<file path="src/rtl/fp_pkg.sv">
// Shared floating-point definitions: operand classes, exception flags and
// format helpers that work for any (EXP_W, MAN_W) pair.
package fp_pkg;

    typedef enum logic [2:0] {
        ClsZero,
        ClsNormal,
        ClsInf,
        ClsNan,
        ClsNegInvalid
    } fp_class_e;

    typedef struct packed {
        logic invalid;
        logic inexact;
    } fp_flags_t;

    // Widest format the constant helpers can describe.
    localparam int unsigned MAX_W = 64;

    function automatic int unsigned fp_width(input int unsigned exp_w, input int unsigned man_w);
        return 1 + exp_w + man_w;
    endfunction

    function automatic int unsigned fp_bias(input int unsigned exp_w);
        return (32'd1 << (exp_w - 1)) - 32'd1;
    endfunction

    // Canonical quiet NaN: positive, all-ones exponent, fraction MSB set.
    function automatic logic [MAX_W-1:0] fp_qnan(input int unsigned exp_w,
                                                 input int unsigned man_w);
        logic [MAX_W-1:0] q;
        q = '0;
        for (int unsigned i = 0; i < exp_w; i++) begin
            q[man_w + i] = 1'b1;
        end
        q[man_w - 1] = 1'b1;
        return q;
    endfunction

endpackage

</file>
<file path="src/rtl/sqrt_root_stage.sv">
// One restoring square-root iteration: bring down the next radicand bit pair,
// try subtracting (4*root + 1), and append the resulting root bit.
module sqrt_root_stage #(
    parameter int unsigned MAN_W = 10
) (
    input  logic [MAN_W+3:0] rem,
    input  logic [MAN_W+1:0] root,
    input  logic [1:0]       digits,
    output logic [MAN_W+3:0] next_rem,
    output logic [MAN_W+1:0] next_root
);

    localparam int unsigned RW = MAN_W + 4;

    logic [RW+1:0] shifted;
    logic [RW+1:0] trial;
    logic [RW+1:0] diff;
    logic          fits;

    // Trial subtraction; the remainder never exceeds RW bits after restoring.
    always_comb begin
        shifted   = {rem, digits};
        trial     = {2'b00, root, 2'b01};
        fits      = (shifted >= trial);
        diff      = fits ? (shifted - trial) : shifted;
        next_rem  = RW'(diff);
        next_root = {root[MAN_W:0], fits};
    end

endmodule

</file>
<file path="src/rtl/float_sqrt_pipe.sv">
// Fully pipelined IEEE-754 square root for any (EXP_W, MAN_W) format:
// unpack stage, MAN_W+2 restoring root stages, round/pack output register.
// A single global advance signal stalls every stage together.
module float_sqrt_pipe
    import fp_pkg::*;
#(
    parameter int unsigned EXP_W = 5,
    parameter int unsigned MAN_W = 10,
    parameter int unsigned TAG_W = 4
) (
    input  logic                   clk_in,
    input  logic                   rst_n,
    input  logic [EXP_W+MAN_W:0]   n,
    input  logic [TAG_W-1:0]       tag_in,
    input  logic                   data_valid_in,
    output logic                   ready_out,
    output logic [EXP_W+MAN_W:0]   result,
    output logic [TAG_W-1:0]       tag_out,
    output logic [1:0]             flags,
    output logic                   data_valid_out,
    input  logic                   ready_in,
    output logic                   busy
);

    localparam int unsigned W    = fp_width(EXP_W, MAN_W);
    localparam int unsigned QW   = MAN_W + 2;
    localparam int unsigned RW   = MAN_W + 4;
    localparam int unsigned RADW = 2 * QW;

    localparam logic [MAX_W-1:0]       QNAN_WIDE = fp_qnan(EXP_W, MAN_W);
    localparam logic [W-1:0]           QNAN      = QNAN_WIDE[W-1:0];
    localparam logic signed [EXP_W+1:0] BIAS     = (EXP_W + 2)'(fp_bias(EXP_W));

    logic advance;

    // Unpack-stage signals
    logic                     sgn;
    logic [EXP_W-1:0]         exp_f;
    logic [MAN_W-1:0]         frac_f;
    fp_class_e                cls;
    logic [W-1:0]             spec_res;
    fp_flags_t                spec_fl;
    logic signed [EXP_W+1:0]  e_unb;
    logic signed [EXP_W+1:0]  e_even;
    logic [EXP_W-1:0]         exp_res;
    logic [RADW-1:0]          rad;

    // Pipeline registers; index 0 is the unpack stage, index k follows root stage k.
    logic [QW:0]              vld_q;
    logic [TAG_W-1:0]         tag_q  [0:QW];
    logic                     byp_q  [0:QW];
    logic [W-1:0]             spec_q [0:QW];
    fp_flags_t                fl_q   [0:QW];
    logic [EXP_W-1:0]         exp_q  [0:QW];
    logic [RW-1:0]            rem_q  [0:QW];
    logic [QW-1:0]            root_q [0:QW];
    logic [RADW-1:0]          rad_q  [0:QW-1];

    logic [RW-1:0]            rem_nx  [0:QW-1];
    logic [QW-1:0]            root_nx [0:QW-1];

    // Round-stage signals
    logic [QW-1:0]            q_fin;
    logic                     guard;
    logic                     sticky;
    logic                     rnd;
    logic [MAN_W:0]           frac_sum;
    logic [W-1:0]             out_res;
    fp_flags_t                out_fl;

    assign advance   = !data_valid_out || ready_in;
    assign ready_out = advance;
    assign busy      = data_valid_out || (|vld_q);

    // Classify the operand, precompute special results, exponent and radicand.
    always_comb begin
        sgn      = n[W-1];
        exp_f    = n[W-2:MAN_W];
        frac_f   = n[MAN_W-1:0];
        spec_res = '0;
        spec_fl  = '0;
        if (&exp_f) begin
            cls = (|frac_f) ? ClsNan : (sgn ? ClsNegInvalid : ClsInf);
        end else if (exp_f == '0) begin
            cls = ClsZero; // subnormals flush to zero
        end else begin
            cls = sgn ? ClsNegInvalid : ClsNormal;
        end
        unique case (cls)
            ClsNan, ClsNegInvalid: begin
                spec_res        = QNAN;
                spec_fl.invalid = 1'b1;
            end
            ClsInf:    spec_res = {1'b0, {EXP_W{1'b1}}, {MAN_W{1'b0}}};
            ClsZero:   spec_res = {sgn, {(W-1){1'b0}}};
            ClsNormal: spec_res = '0;
        endcase
        e_unb   = $signed({2'b00, exp_f}) - BIAS;
        // Odd exponents fold one factor of two into the significand.
        e_even  = e_unb - $signed({{(EXP_W+1){1'b0}}, e_unb[0]});
        exp_res = EXP_W'((e_even >>> 1) + BIAS);
        rad     = e_unb[0] ? {1'b1, frac_f, {(MAN_W+3){1'b0}}}
                           : {2'b01, frac_f, {(MAN_W+2){1'b0}}};
    end

    // Stage valid bits shift together on advance; cleared by reset.
    always_ff @(posedge clk_in or negedge rst_n) begin
        if (!rst_n) begin
            vld_q <= '0;
        end else if (advance) begin
            vld_q <= {vld_q[QW-1:0], data_valid_in};
        end
    end

    // Stage payloads; contents of invalid stages are don't-care.
    always_ff @(posedge clk_in) begin
        if (advance) begin
            tag_q[0]  <= tag_in;
            byp_q[0]  <= (cls != ClsNormal);
            spec_q[0] <= spec_res;
            fl_q[0]   <= spec_fl;
            exp_q[0]  <= exp_res;
            rem_q[0]  <= '0;
            root_q[0] <= '0;
            rad_q[0]  <= rad;
            for (int k = 1; k <= QW; k++) begin
                tag_q[k]  <= tag_q[k-1];
                byp_q[k]  <= byp_q[k-1];
                spec_q[k] <= spec_q[k-1];
                fl_q[k]   <= fl_q[k-1];
                exp_q[k]  <= exp_q[k-1];
                rem_q[k]  <= rem_nx[k-1];
                root_q[k] <= root_nx[k-1];
            end
            for (int k = 1; k < QW; k++) begin
                rad_q[k] <= rad_q[k-1];
            end
        end
    end

    for (genvar i = 0; i < QW; i++) begin : g_root
        sqrt_root_stage #(
            .MAN_W (MAN_W)
        ) u_stage (
            .rem       (rem_q[i]),
            .root      (root_q[i]),
            .digits    (rad_q[i][RADW-1-2*i -: 2]),
            .next_rem  (rem_nx[i]),
            .next_root (root_nx[i])
        );
    end

    // Round to nearest-even on guard/sticky, or pass the bypassed special result.
    always_comb begin
        q_fin    = root_q[QW];
        guard    = q_fin[0];
        sticky   = |rem_q[QW];
        rnd      = guard & (sticky | q_fin[1]);
        frac_sum = {1'b0, q_fin[QW-2:1]} + (MAN_W + 1)'(rnd);
        out_res  = {1'b0, exp_q[QW], frac_sum[MAN_W-1:0]};
        out_fl   = '0;
        out_fl.inexact = guard | sticky;
        if (byp_q[QW]) begin
            out_res = spec_q[QW];
            out_fl  = fl_q[QW];
        end
    end

    // Registered outputs hold until the downstream accepts them.
    always_ff @(posedge clk_in or negedge rst_n) begin
        if (!rst_n) begin
            data_valid_out <= 1'b0;
            result         <= '0;
            tag_out        <= '0;
            flags          <= '0;
        end else if (advance) begin
            data_valid_out <= vld_q[QW];
            result         <= out_res;
            tag_out        <= tag_q[QW];
            flags          <= out_fl;
        end
    end

    // The root of a value in [1,4) has its leading one set and cannot round past 2.
    always_ff @(posedge clk_in) begin
        if (rst_n && advance && vld_q[QW] && !byp_q[QW]) begin
            assert (!frac_sum[MAN_W]);
            assert (q_fin[QW-1]);
        end
    end

endmodule

</file>
<file path="config.mk">
export PLATFORM = sky130hd
export DESIGN_NAME = float_sqrt_pipe
export DESIGN_NICKNAME = d
export VERILOG_FILES = /design/src/rtl/fp_pkg.sv /design/src/rtl/sqrt_root_stage.sv /design/src/rtl/float_sqrt_pipe.sv
export SDC_FILE = /design/constraint.sdc
export NUM_CORES = 1
export LEC_CHECK = 0
export ABC_AREA = 1
export BUFFER_PORTS_ARGS = -buffer_cell sky130_fd_sc_hd__buf_4
export CELL_PAD_IN_SITES_DETAIL_PLACEMENT = 1
export CELL_PAD_IN_SITES_GLOBAL_PLACEMENT = 1
export CORE_MARGIN = 2
export CORE_UTILIZATION = 45
export DETAILED_ROUTE_END_ITERATION = 7
export GPL_TIMING_DRIVEN = 0
export PLACE_DENSITY = 0.75
export SYNTH_ARGS = -nofsm -noshare
export SYNTH_HDL_FRONTEND = slang
export SYNTH_HIERARCHICAL = 1
export SYNTH_SLANG_ARGS = --single-unit
</file>
<file path="constraint.sdc">
create_clock -name clk_in -period 11.7 [get_ports clk_in]
set_clock_uncertainty 0.15 [all_clocks]
set_input_delay 1.755 -clock clk_in [delete_from_list [all_inputs] [get_ports clk_in]]
set_output_delay 1.755 -clock clk_in [all_outputs]
set_load 0.1 [all_outputs]
</file>
==> impl_metrics.toml <==
[die]
rows = 99
initial_utilization_pct = 45.5
io-pin-count = 49
die_area_mm2 = 0.0759
fp.dieW_um = 276
die_h_um = 276
core_area_mm2 = 0.0730

[grt]
grt_pass1_vias = 24800
grt_pass1_wl_mm = 125
gr-total-overflow = 0
grt_max_degree = 136
track_usage_pct = 20.6
grt_antenna_before_repair = 0

[cts]
path_clk_slew_ns = 0.06
clk_latency_ns = 0.63
clock_sinks = 571
cts_buffers = 66
cts_hold_buf = 0
root_buffer = "clkbuf_16"
cts_resized = 0
cts_setup_buffers = 0
cts_max_path_buffers = 3
htree_levels = 3
cts_tree = "yes"

[route]
drtAntennaViolNets = 0
routedWlPerCell_um = 15.7
first_pass_iters = 5
drc = 0
viasPerCell = 4.82
vias = 23500
drt-total-wl_mm = 76.7
drt_iter0_drc = 1111

[sta]
tightest_slew_ns = 0.659
fin_crit_ns = 5.87
rsz0062_at_grt = "no"
finalSetupViolCount = 0
relSlewSlack_pct = 56.0
whs_ns = 0.264
drv_slew = 0
period_share_pct = 50.2
finalHoldViolations = 0
max_freq_ghz = 0.170

[synth]
syn-cell-area_mm2 = 0.0332
yosysWarnings = 6
syn_avg_cell_area_um2 = 9.10
synthCells = 3645

[min_path]
hold_start = "rad_q[1][13]"
hold_class = "reg2reg"

[final_layout]
areaGrowthSynthToFinish_pct = 12.9
final_cell_mix = "nand2_1, inv_1, edfxtp_1, buf_4, ha_1"
antennaDiodeCount = 0
drive_gt1_share_pct = 12.5
final_nets = 4065
mostFrequentLayoutCell = "nand2_1"

[placement]
dpl.hpwl_mm = 58.4
place_congestion = 0.866
io_buffer_count = 48

[critical_path]
worst-setup-path-type = "in2out"
crit_path_start = "ready_in"
rr_startpoint = "data_valid_out"
cp-end-kind = "output port"
r2r_slack_ns = 8.86
crit_fanout = 135
start_kind = "input pin"
crit_required_ns = 9.80
arrival_ns = 3.97

[flow_run]
max-cap-violations = 0

[status]
outcome = "complete, no violations"
routing by layer:
| layer | GRT usage, % | part of all wire (%) | vias up | wire (um) |
|---|---|---|---|---|
| met2 | 38.4 | 52 | 240 | 39800 |
| met5 | 0 | 0 | - | 0 |
| met4 | 6.17 | 2.6 | 0 | 2020 |
| li1 | - | - | 12000 | - |
| met3 | 2.32 | 2.1 | 128 | 1610 |
| met1 | 24.9 | 43 | 11200 | 33200 |
flip-flops by register name, summed over array words and instances, names as in the netlist, 4 cells and up:
signal,flops
result,16
spec_q,39
rad_q,42
root_q,143
tag_out,4
fl_q,13
vld_q,13
byp_q,13
exp_q,65
tag_q,52
rem_q,168
critical path, stage by stage:
cell    delay, ns
buf_4        0.09
nor2_4       0.04
inv_2        0.16
buf_8        0.41
buf_16       0.44
buf_16       0.49
buf_4        0.40
final cells by class:
class	count	area, um^2
Fill cell	8519	35500
Sequential cell	571	17000
Multi-Input combinational cell	2270	12500
Inverter	731	2740
Clock buffer	83	1730
Buffer	175	1400
Tap cell	959	1200
Clock inverter	35	485
Timing Repair Buffer	52	470
stage by stage:
step | util [%] | setup slack, ns | TNS [ns] | instance area [um^2] | std cells
after global placement | 48.1 | -1.94 | -1.94 | 35100 | 4754
after floorplan | - | 1.33 | 0 | 33600 | 3747
after detailed placement | 48.3 | 5.76 | 0 | 35200 | 4758
after CTS | 51.3 | 5.76 | 0 | 37500 | 4876
final | 51.3 | 5.83 | 0 | 37500 | 4876
after global routing | 51.3 | 5.64 | 0 | 37500 | 4876
worst paths after layout:
| path | endpoint | depth (start not counted) |
|---|---|---|
| max reg2reg | rem_q[1][13] | 6 |
| max in group asynchronous | vld_q[8] | 1 |
| min | rad_q[1][37] | 0 |
| min reg2reg | rad_q[1][37] | 0 |
| max | ready_out | 7 |
| min in group asynchronous | result[9] | 1 |
Power is not shown: default switching activity piles up to over one toggle a cycle in this logic, so the estimate is an artifact.
